### config.mk
export PLATFORM = sky130hd
export DESIGN_NAME = demux1x4_stream
export DESIGN_NICKNAME = d
export VERILOG_FILES = /design/src/rtl/demux1x4_pkg.sv /design/src/rtl/demux_chan_fifo.sv /design/src/rtl/demux1x4_stream.sv
export SDC_FILE = /design/constraint.sdc
export NUM_CORES = 1
export LEC_CHECK = 0
export BUFFER_PORTS_ARGS = -buffer_cell sky130_fd_sc_hd__buf_4
export CORE_ASPECT_RATIO = 0.7
export CORE_MARGIN = 2
export CORE_UTILIZATION = 63
export CTS_BUF_LIST = sky130_fd_sc_hd__clkbuf_4 sky130_fd_sc_hd__clkbuf_8
export DETAILED_ROUTE_END_ITERATION = 10
export PLACE_DENSITY = 0.95
export RECOVER_POWER = 25
export SLEW_MARGIN = 10
export SYNTH_ARGS = -nofsm -noshare
export SYNTH_HDL_FRONTEND = slang
export SYNTH_SLANG_ARGS = --single-unit
### constraint.sdc
create_clock -name clk -period 3.2 [get_ports clk]
set_input_delay 0.32 -clock clk [delete_from_list [all_inputs] [get_ports clk]]
set_output_delay 0.32 -clock clk [all_outputs]
set_load 0.03 [all_outputs]
### src/rtl/demux1x4_pkg.sv
// Shared definitions for the 1-to-4 stream demultiplexer.
//   NUM_CH     : number of output channels
//   SEL_W      : width of the destination select
//   chan_sel_t : destination select type
//   STAT_W     : width of each per-channel push counter
//   sat_inc()  : saturating increment for the push counters
package demux1x4_pkg;

  localparam int unsigned NUM_CH = 4;
  localparam int unsigned SEL_W  = 2;
  localparam int unsigned STAT_W = 8;

  typedef logic [SEL_W-1:0] chan_sel_t;

  function automatic logic [STAT_W-1:0] sat_inc(input logic [STAT_W-1:0] v);
    return (v == '1) ? v : v + 1'b1;
  endfunction

endpackage

### src/rtl/demux_chan_fifo.sv
// Single-channel FIFO used for each demux output.
//   clk      : clock, rising edge
//   rst      : asynchronous active-high reset
//   i_push   : write i_data this cycle (ignored when full)
//   i_data   : word to store
//   o_count  : number of stored words (0..DEPTH)
//   o_full   : o_count == DEPTH
//   o_valid  : channel holds a word
//   i_ready  : consumer takes the head word
//   o_data   : head word (storage at the read pointer, no bypass)
module demux_chan_fifo #(
  parameter int unsigned DATA_W = 4,
  parameter int unsigned DEPTH  = 2,
  localparam int unsigned CntW  = $clog2(DEPTH + 1)
) (
  input  logic              clk,
  input  logic              rst,
  input  logic              i_push,
  input  logic [DATA_W-1:0] i_data,
  output logic [CntW-1:0]   o_count,
  output logic              o_full,
  output logic              o_valid,
  input  logic              i_ready,
  output logic [DATA_W-1:0] o_data
);

  localparam int unsigned PtrW = (DEPTH > 1) ? $clog2(DEPTH) : 1;
  localparam logic [CntW-1:0] DepthC = CntW'(DEPTH);
  localparam logic [PtrW-1:0] LastPtr = PtrW'(DEPTH - 1);

  logic [DATA_W-1:0] r_mem [DEPTH];
  logic [PtrW-1:0]   r_wr_ptr;
  logic [PtrW-1:0]   r_rd_ptr;
  logic [CntW-1:0]   r_count;

  logic            w_push;
  logic            w_pop;
  logic [CntW-1:0] w_count_d;

  function automatic logic [PtrW-1:0] ptr_inc(input logic [PtrW-1:0] p);
    return (p == LastPtr) ? '0 : p + 1'b1;
  endfunction

  // Push is gated by full locally so the count can never overshoot DEPTH.
  assign w_push = i_push && !o_full;
  assign w_pop  = o_valid && i_ready;

  always_comb begin
    w_count_d = r_count;
    unique case ({w_push, w_pop})
      2'b10:   w_count_d = r_count + 1'b1;
      2'b01:   w_count_d = r_count - 1'b1;
      default: w_count_d = r_count;
    endcase
  end

  always_ff @(posedge clk or posedge rst) begin
    if (rst) begin
      for (int i = 0; i < int'(DEPTH); i++) begin
        r_mem[i] <= '0;
      end
      r_wr_ptr <= '0;
      r_rd_ptr <= '0;
      r_count  <= '0;
    end else begin
      if (w_push) begin
        r_mem[r_wr_ptr] <= i_data;
        r_wr_ptr        <= ptr_inc(r_wr_ptr);
      end
      if (w_pop) begin
        r_rd_ptr <= ptr_inc(r_rd_ptr);
      end
      r_count <= w_count_d;
    end
  end

  assign o_count = r_count;
  assign o_full  = (r_count == DepthC);
  assign o_valid = (r_count != '0);
  assign o_data  = r_mem[r_rd_ptr];

endmodule

### src/rtl/demux1x4_stream.sv
// 1-to-4 stream demultiplexer: one producer, four independently buffered consumers.
// Optional push statistics are enabled by defining DEMUX1X4_STATS_EN.
//   clk       : clock, rising edge
//   rst       : asynchronous active-high reset
//   in_valid  : producer has a word
//   in_ready  : word accepted this cycle (depends only on state and in_sel)
//   in_data   : input word
//   in_sel    : destination channel 0..3
//   out_valid : bit i set when channel i holds a word
//   out_ready : bit i set when consumer i takes its word
//   out_data  : channel i at [i*DATA_W +: DATA_W]
//   stat_clr  : (DEMUX1X4_STATS_EN) synchronous clear of push counters
//   stat_cnt  : (DEMUX1X4_STATS_EN) saturating push count, channel i at [i*8 +: 8]
module demux1x4_stream
  import demux1x4_pkg::*;
#(
  parameter int unsigned DATA_W = 4,
  parameter int unsigned DEPTH  = 2
) (
  input  logic                     clk,
  input  logic                     rst,
  input  logic                     in_valid,
  output logic                     in_ready,
  input  logic [DATA_W-1:0]        in_data,
  input  chan_sel_t                in_sel,
  output logic [NUM_CH-1:0]        out_valid,
  input  logic [NUM_CH-1:0]        out_ready,
  output logic [NUM_CH*DATA_W-1:0] out_data
`ifdef DEMUX1X4_STATS_EN
  ,
  input  logic                     stat_clr,
  output logic [NUM_CH*STAT_W-1:0] stat_cnt
`endif
);

  localparam int unsigned CntW = $clog2(DEPTH + 1);

  logic [NUM_CH-1:0] w_full;
  logic [NUM_CH-1:0] w_push;
  logic [CntW-1:0]   w_count [NUM_CH];

  // Only the selected channel's fill level gates acceptance; out_ready never does.
  assign in_ready = !w_full[in_sel];

  always_comb begin
    w_push = '0;
    for (int unsigned i = 0; i < NUM_CH; i++) begin
      w_push[i] = in_valid && in_ready && (in_sel == chan_sel_t'(i));
    end
  end

  for (genvar g = 0; g < NUM_CH; g++) begin : g_chan
    demux_chan_fifo #(
      .DATA_W (DATA_W),
      .DEPTH  (DEPTH)
    ) u_fifo (
      .clk     (clk),
      .rst     (rst),
      .i_push  (w_push[g]),
      .i_data  (in_data),
      .o_count (w_count[g]),
      .o_full  (w_full[g]),
      .o_valid (out_valid[g]),
      .i_ready (out_ready[g]),
      .o_data  (out_data[g*DATA_W +: DATA_W])
    );

    a_count_bound: assert property (@(posedge clk) disable iff (rst)
      (w_count[g] <= CntW'(DEPTH)) && (w_full[g] == (w_count[g] == CntW'(DEPTH))));
  end

`ifdef DEMUX1X4_STATS_EN
  logic [STAT_W-1:0] r_stat [NUM_CH];

  // A push coinciding with stat_clr is dropped: the clear wins.
  always_ff @(posedge clk or posedge rst) begin
    if (rst) begin
      for (int i = 0; i < int'(NUM_CH); i++) begin
        r_stat[i] <= '0;
      end
    end else begin
      for (int i = 0; i < int'(NUM_CH); i++) begin
        if (stat_clr) begin
          r_stat[i] <= '0;
        end else if (w_push[i]) begin
          r_stat[i] <= sat_inc(r_stat[i]);
        end
      end
    end
  end

  for (genvar g = 0; g < NUM_CH; g++) begin : g_stat_out
    assign stat_cnt[g*STAT_W +: STAT_W] = r_stat[g];
  end
`endif

endmodule

==> summary.md, run 1 <==
| Metric | Value |
|---|---|
| Worst setup SP type | `flip-flop` |
| CP Capture Type | `output pin` |
| Clock Pin Slew Worst Setup and Hold Paths | `0.09 ns` |
| Crit-path slowest cell | `mux4_1` |
| Yosys top cell area share | `52.7%` |
| Setup WS pre-CTS | `1.45 ns` |
| Synth warnings | `0` |
| Final critical-path share of the clock period | `about two thirds` |
| Area leader, netlist | `dfrtp_1` |
| Max Slew Vio Count | `0` |
| Cts repair resizes | `0` |
| Hold Fails Final Rpt | `0` |
| Maxcap violations | `0` |
| Setup TNS | `0 ns` |
| Share of post-route cells with drive strength above 1 | `~50%` |
| Clk Tree Root Cell | `clkbuf_8` |
| Worst-Margin Slew | `1.00 ns` |
| LEAKAGE | `1.19 nW` |
| DRC Markers | `0` |
| Combinational share of power | `47.8%` |
| Die H | `54.3 microns` |
| Area after DPL | `0.00255 sq mm` |
| Multi-input gate area | `0.00102 sq mm` |
| Fmax achieved | `478 MHz` |
| Crit-path cells | `nor2b_1, inv_1, mux4_1, buf_4` |
| Syn nets | `180` |
| Post-Syn Area | `0.00228 sq mm` |
| H-tree depth | `2` |
| Starting DRC count in detailed routing | `64` |
| Final WS setup | `1.11 ns` |
| Worst vdd ir | `0.000668 V` |
| Critical path buffers and inverters | `2` |
| Synth Area per Inst | `14.0 sq um` |
| Largest net degree at the start of global routing | `42` |
| Type of the worst min-delay path | `input pin to flip-flop` |
| Post-synthesis sequential area ratio | `52.7%` |
| Final nets | `around 220` |
| Placer Congestion | `0.779` |
| Fill cells | `approximately 200` |
| Power Internal | `1.94 mW` |
| CP required | `2.88 ns` |
| Row cnt | `18` |
| Cells after synthesis | `163` |
| Flop pwr share | `37.0%` |
| Vias in the first global route | `approximately 1,400` |
| Area grow syn2layout | `17.7%` |
| Core area | `approximately 0.0035 sq mm` |
| Per-cell routed wire length | `17.5 microns` |
| Routed WL | `between 4000 and 5000 microns` |
| Routed via count | `1,376` |
| Crit path DAT | `1.77 ns` |
| Ant diodes | `0` |
| Global route overflow | `0` |
| Clock Path Buffers | `2` |
| P_sw | `roughly 1.2 mW` |
| CTS sink count | `48` |
| Post-DP HPWL | `3250 microns` |
| Dominant cells by area after synthesis | `dfrtp_1 (53%), mux2_2 (22%), xnor2_1 (4.6%)` |
| Post-route cell area | `0.00268 sq mm` |
| Clock Skew | `0.00698 ns` |
| Power per cell area | `about 1200 mW/mm^2` |
| Initial Utilization | `65.2%` |
| Rel. slew slack | `33.1%` |
| Net Sw Frac | `38.1%` |
| Status | `finished clean` |
| ANT nets after route | `0` |
| CTS buffer count | `5` |
| Setup CP Type | `flip-flop to output pin` |
| CP Max Fanout | `4` |
| First-pass GRT wire length | `7040 microns` |
| Yosys reg bits | `48` |
| Library cells used by synthesis | `25` |
| Die span in x | `approximately 76 microns` |
| RSZ-0062 raised after global routing | `no` |
| DR vias/cell | `roughly 5.5` |
| Min Hold Slack | `0.325 ns` |
| Crit-path max cell delay | `0.50 ns` |
| Clk pwr share | `15.2%` |
| CTS tree | `built` |
| Initial antenna violation count | `0` |
| Drt pass-1 iters | `4` |
| Tmin final | `approximately 2.1 ns` |
| Port-buffer cells | `33` |
| Count of final setup violators | `0` |
| Overall Global Routing Usage | `between 20% and 30%` |
| Die area | `0.00412 sq mm` |
| Clock latency on the worst-skew pair | `about 0.31 ns` |
| Sequential cell area | `~0.0012 sq mm` |
| CP delay by family, top | `multiplexers` |
| IO Count | `34` |
==> what timing repair did <==
item	4_1_cts	5_1_grt
hold buffers	1	0
setup buffers	0	0
endpoints found under the hold margin	7	0
==> worst paths after layout <==
kind / slack (ns) / cells past startpoint / startpoint / endpoint
worst min register to register: 0.49 / 1 / g_chan[1].u_fifo.o_count[1] / g_chan[1].u_fifo.o_count[1]
min in group asynchronous: 0.46 / 3 / rst / g_chan[1].u_fifo.r_mem[4]
worst max register to register: 1.51 / 6 / g_chan[3].u_fifo.o_count[0] / g_chan[3].u_fifo.o_count[1]
worst max-delay path: 1.11 / 4 / g_chan[2].u_fifo.o_count[0] / in_ready
max in group asynchronous: 1.53 / 4 / rst / g_chan[2].u_fifo.o_count[1]
worst min-delay path: 0.32 / 2 / in_data[2] / g_chan[2].u_fifo.r_mem[6]
==> metrics by stage <==
stage	power [mW]	instances	utilization, %
detailed placement	2.67	240	73.0
CTS	3.15	249	76.9
global placement	2.58	240	73.0
global route	3.30	249	76.8
finish	3.13	249	76.8
floorplan	2.23	163	-
==> kinds of logic after synthesis <==
| kind of cell | count (synthesis) | share of synthesized area (%) |
|---|---|---|
| buffers and inverters | 9 | 2.42 |
| xor gates and xnor gates | 20 | 7.69 |
| DFF | 48 | 52.7 |
| and+or+nand+nor | 33 | 9.40 |
| adders and majority gates | 4 | 2.20 |
| muxes | 49 | 25.5 |
==> per-layer routing <==
layer / vias up / track usage (%) / part of all wire [%]
met5: - / 0 / 0
met4: 0 / 11.1 / 2.5
met3: 13 / 6.08 / 4.2
met2: 34 / 37.9 / 47
met1: 694 / 32.1 / 46
li1: 635 / - / -
==> power by group through the flow <==
stage | sequential, mW | clock (mW) | combinational [mW]
floorplan | 1.09 | 0 | 1.14
global placement | 1.13 | 0 | 1.45
detailed placement | 1.17 | 0 | 1.50
CTS | 1.16 | 0.477 | 1.51
global route | 1.20 | 0.501 | 1.60
finish | 1.16 | 0.474 | 1.50
==> layout by cell type (no fill, tap or decap), types with 5 or more instances in the layout <==
cell | synthesis | final
dfrtp_1 | 48 | 48
mux2_2 | 44 | 44
buf_4 | 5 | 32
xnor2_1 | 12 | 12
xor2_1 | 8 | 8
clkbuf_8 | 0 | 7
nor2_1 | 5 | 5
==> worst register-to-register path, stage by stage (launching register included) <==
cell and delay, ns:
dfrtp_1 0.45, or2_2 0.33, and2_0 0.21, ha_1 0.23, xnor2_1 0.16, nor2_1 0.07, xor2_1 0.14
==> Yosys cell counts <==
master    count
and2_1        4
and4_1        1
buf_2         2
buf_4         5
dfrtp_1      48
ha_1          4
inv_1         2
mux2_2       44
mux2_4        4
mux4_1        1
nand2_1       1
nand2_2       1
nand2b_1      3
nand3_1       2
nand4_1       2
nand4b_1      2
nor2_1        5
nor2b_1       3
nor3_1        1
nor4b_2       2
or2_2         4
or3_1         1
or4_1         1
xnor2_1      12
xor2_1        8
==> state kept, by name, indices dropped and copies added (netlist names) <==
signal / flops
g_chan.u_fifo.r_mem: 32
g_chan.u_fifo.o_count: 8
g_chan.u_fifo.r_wr_ptr: 4
g_chan.u_fifo.r_rd_ptr: 4
==> cell type report <==
type,count,area share (%)
repair buffers,35,9.80
multi-input cells,106,38.1
clock buffers,7,3.59
inverters,2,0.280
clock inverters,1,1.12
well taps,50,2.33
flip-flops and latches,48,44.8
No activity file was read; power rests on OpenSTA's default activity.
==> run 2: changes to the inputs <==
--- a/config.mk
+++ b/config.mk
@@ -8,10 +8,10 @@
 export BUFFER_PORTS_ARGS = -buffer_cell sky130_fd_sc_hd__buf_4
 export CORE_ASPECT_RATIO = 0.7
 export CORE_MARGIN = 2
-export CORE_UTILIZATION = 63
+export CORE_UTILIZATION = 53
 export CTS_BUF_LIST = sky130_fd_sc_hd__clkbuf_4 sky130_fd_sc_hd__clkbuf_8
 export DETAILED_ROUTE_END_ITERATION = 10
-export PLACE_DENSITY = 0.95
+export PLACE_DENSITY = 0.88
 export RECOVER_POWER = 25
 export SLEW_MARGIN = 10
 export SYNTH_ARGS = -nofsm -noshare
==> constraint.sdc (replaced) <==
create_clock -name clk -period 1.85 [get_ports clk]
set_input_delay 0.185 -clock clk [delete_from_list [all_inputs] [get_ports clk]]
set_output_delay 0.185 -clock clk [all_outputs]
set_load 0.03 [all_outputs]
==> run 2 against run 1 <==
Via count rose by 1.3%. Die area is 18% higher. Clock-buffer cell count down 2. Register-to-register slack got worse by 1.4 ns. Wire length up 1.7%. Sequential cell count stayed put. Non-clock buffer count is 7 higher. Combinational power increased by 82%. Clock skew up 0.0050 ns. Critical endpoint unchanged. Worst setup slack got worse by 1.1 ns.
==> summary.md, run 2 (synthesized netlist as in run 1, its figures left out) <==
| Metric | Value |
|---|---|
| Hold Fails Final Rpt | `0 (unchanged)` |
| Starting DRC count in detailed routing | `77 (+20%)` |
| Placer Congestion | `0.743 (-4.7%)` |
| Die H | `58.8 microns (+8.4%)` |
| Die area | `0.00485 sq mm (+18%)` |
| Worst vdd ir | `0.00128 V (+92%)` |
| WP depth | `4 (unchanged)` |
| Power per cell area | `1970 mW/mm^2 (+69%)` |
| Fmax achieved | `~550 MHz` |
| Max reg flops | `32 (unchanged)` |
| Critical path destination | `in_ready` |
| Critical path buffers and inverters | `2 (unchanged)` |
| CTS tree | `built` |
| CP Capture Type | `output pin` |
| Combinational share of power | `50.8% (+3.0 points)` |
| Routed WL | `4430 microns (+1.7%)` |
| DR vias/cell | `5.40 (-2.2%)` |
| Power Internal | `3.25 mW (+68%)` |
| Min Hold Slack | `0.183 ns (-0.142 ns)` |
| Critical R2R Launch | `g_chan[0].u_fifo.o_count[1]` |
| Final critical-path share of the clock period | `97.6%` |
| Clk Tree Root Cell | `clkbuf_8` |
| Drt pass-1 iters | `4 (unchanged)` |
| Fill cells | `284 (+40%)` |
| Area grow syn2layout | `19.5%` |
| Post-layout util | `67.7% (-9.1 points)` |
| Per-cell routed wire length | `17.2 microns (-1.9%)` |
| Flop pwr share | `37.6% (+0.6 points)` |
| Clock Pin Slew Worst Setup and Hold Paths | `0.09 ns (about the same)` |
| Port-buffer cells | `33 (unchanged)` |
| Placed cells | `244 (+1.7%)` |
| Post-DP HPWL | `3230 microns (-0.64%)` |
| Ant diodes | `0 (unchanged)` |
| Crit-path cells | `nor2b_4, inv_1, mux4_1, buf_4` |
| Crit-path slowest cell | `mux4_1` |
| Row cnt | `19 (+1)` |
| Share of post-route cells with drive strength above 1 | `52.9% (+4.2 points)` |
| Crit path DAT | `1.62 ns (-0.15 ns)` |
| Net Sw Frac | `39.4% (+1.3 points)` |
| Rel. slew slack | `60.1% (+27 points)` |
| Reg with most FFs | `g_chan.u_fifo.r_mem` |
| CP Max Fanout | `4 (unchanged)` |
| Clock Path Buffers | `2 (unchanged)` |
| Type of the worst min-delay path | `input pin to flip-flop` |
| DRC Markers | `0 (unchanged)` |
| Worst R2R Path Depth | `6 (unchanged)` |
| IO Count | `34 (unchanged)` |
| First-pass GRT wire length | `7330 microns (+4.1%)` |
| Initial Utilization | `56.7% (-8.6 points)` |
| Clock latency on the worst-skew pair | `0.31 ns (about the same)` |
| Clock Skew | `0.0119 ns (+0.00496 ns)` |
| P_sw | `2.12 mW (+78%)` |
| Worst setup SP type | `flip-flop` |
| Status | `finished clean` |
| CP required | `1.66 ns (-1.22 ns)` |
| Worst-Margin Slew | `0.597 ns (-0.406 ns)` |
| CTS buffer count | `5 (unchanged)` |
| LEAKAGE | `1.23 nW (+2.9%)` |
| Final std cells w/o fill | `258 (+3.6%)` |
| Routed via count | `1,394 (+1.3%)` |
| Overall Global Routing Usage | `20.8% (-3.4 points)` |
| Largest net degree at the start of global routing | `21 (-50%)` |
| Tmin final | `1.81 ns` |
| Count of final setup violators | `0 (unchanged)` |
| Initial antenna violation count | `0 (unchanged)` |
| Internal reg-to-reg setup slack | `0.09 ns (-1.42 ns)` |
| Maxcap violations | `0 (unchanged)` |
| Most frequent cells in the layout | `dfrtp_1 (46), mux2_2 (44), buf_4 (38)` |
| H-tree depth | `2 (unchanged)` |
| Max Slew Vio Count | `0 (unchanged)` |
| Final nets | `222 (+3.3%)` |
| Global route overflow | `0 (unchanged)` |
| Most common cell after layout, fill and taps aside | `dfrtp_1` |
| Reg2reg end | `g_chan[0].u_fifo.o_count[1]` |
| CP delay by family, top | `multiplexers` |
| CTS sink count | `48 (unchanged)` |
| Die span in x | `82.3 microns (+8.5%)` |
| Core area | `0.00402 sq mm (+15%)` |
| Setup CP Type | `flip-flop to output pin` |
| Crit. Startpoint | `g_chan[2].u_fifo.o_count[0]` |
| Vias in the first global route | `1,538 (+9.6%)` |
| ANT nets after route | `0 (unchanged)` |
| Crit-path max cell delay | `0.51 ns (about the same)` |
| Clk pwr share | `11.6% (-3.6 points)` |
[run 2: cell count changes in the layout (fill, tap and decap cells not counted), moves of 2 or more]
| cell | change |
|---|---|
| nand2b_1 | -2 |
| and2_1 | +4 |
| nand2b_4 | +2 |
| clkbuf_8 | -2 |
| and2_0 | -4 |
| clkinv_2 | +2 |
| dfrtp_1 | -2 |
| dfrtp_2 | +2 |
| buf_4 | +6 |
[run 2: metal layers]
layer / global-route usage, % / part of all wire [%]
met3: 4.75 / 4.0
met5: 0 / 0
met2: 33.3 / 49
met1: 27.6 / 46
met4: 8.33 / 1.2
[run 2: area by class of cell]
class	instances	area (sq um)	share of cell area [%]
flip-flops and latches	48	1200	44.3
multi-input cells	106	1040	38.4
clock inverters	3	18.8	0.690
repair buffers	42	313	11.5
well taps	52	65.1	2.39
inverters	2	7.51	0.276
clock buffers	5	68.8	2.53
[run 2: through the flow]
stage | cell area, sq um | TNS (ns) | total power [mW] | setup slack [ns]
after global routing | 2720 | -0.000656 | 5.66 | -0.000656
after global placement | 2560 | 0 | 4.47 | 0.280
after CTS | 2690 | 0 | 5.31 | 0.0170
after detailed placement | 2560 | 0 | 4.62 | 0.127
final | 2720 | 0 | 5.37 | 0.0443
after floorplan | 2280 | 0 | 3.86 | 0.317
[run 2: repair_timing]
action / CTS / global route
resized for setup: 2 / 4
endpoints found under the setup margin: 1 / 2
hold buffers: 1 / 0
setup buffers: 2 / 3
hold endpoints to repair: 9 / 0
[run 2: how the worst min path moves through the flow]
stage	startpoint	to	slack (ns)	cells past startpoint
2_1_floorplan	in_data[0]	g_chan[2].u_fifo.r_mem[4]	0.33	1
3_5_place_dp	rst	g_chan[0].u_fifo.r_mem[3]	0.14	2
6_report	in_data[3]	g_chan[3].u_fifo.r_mem[7]	0.18	2
5_1_grt	in_data[3]	g_chan[0].u_fifo.r_mem[3]	0.19	2
4_1_cts	in_data[3]	g_chan[2].u_fifo.r_mem[7]	0.18	2
3_3_place_gp	rst	g_chan[0].u_fifo.r_mem[2]	0.13	2
[run 2: power groups by stage]
stage | Sequential (mW) | Combinational [mW] | Clock, mW
4_1_cts | 2.00 | 2.67 | 0.630
3_3_place_gp | 1.95 | 2.51 | 0
2_1_floorplan | 1.89 | 1.98 | 0
6_report | 2.02 | 2.73 | 0.624
3_5_place_dp | 2.02 | 2.60 | 0
5_1_grt | 2.09 | 2.90 | 0.670
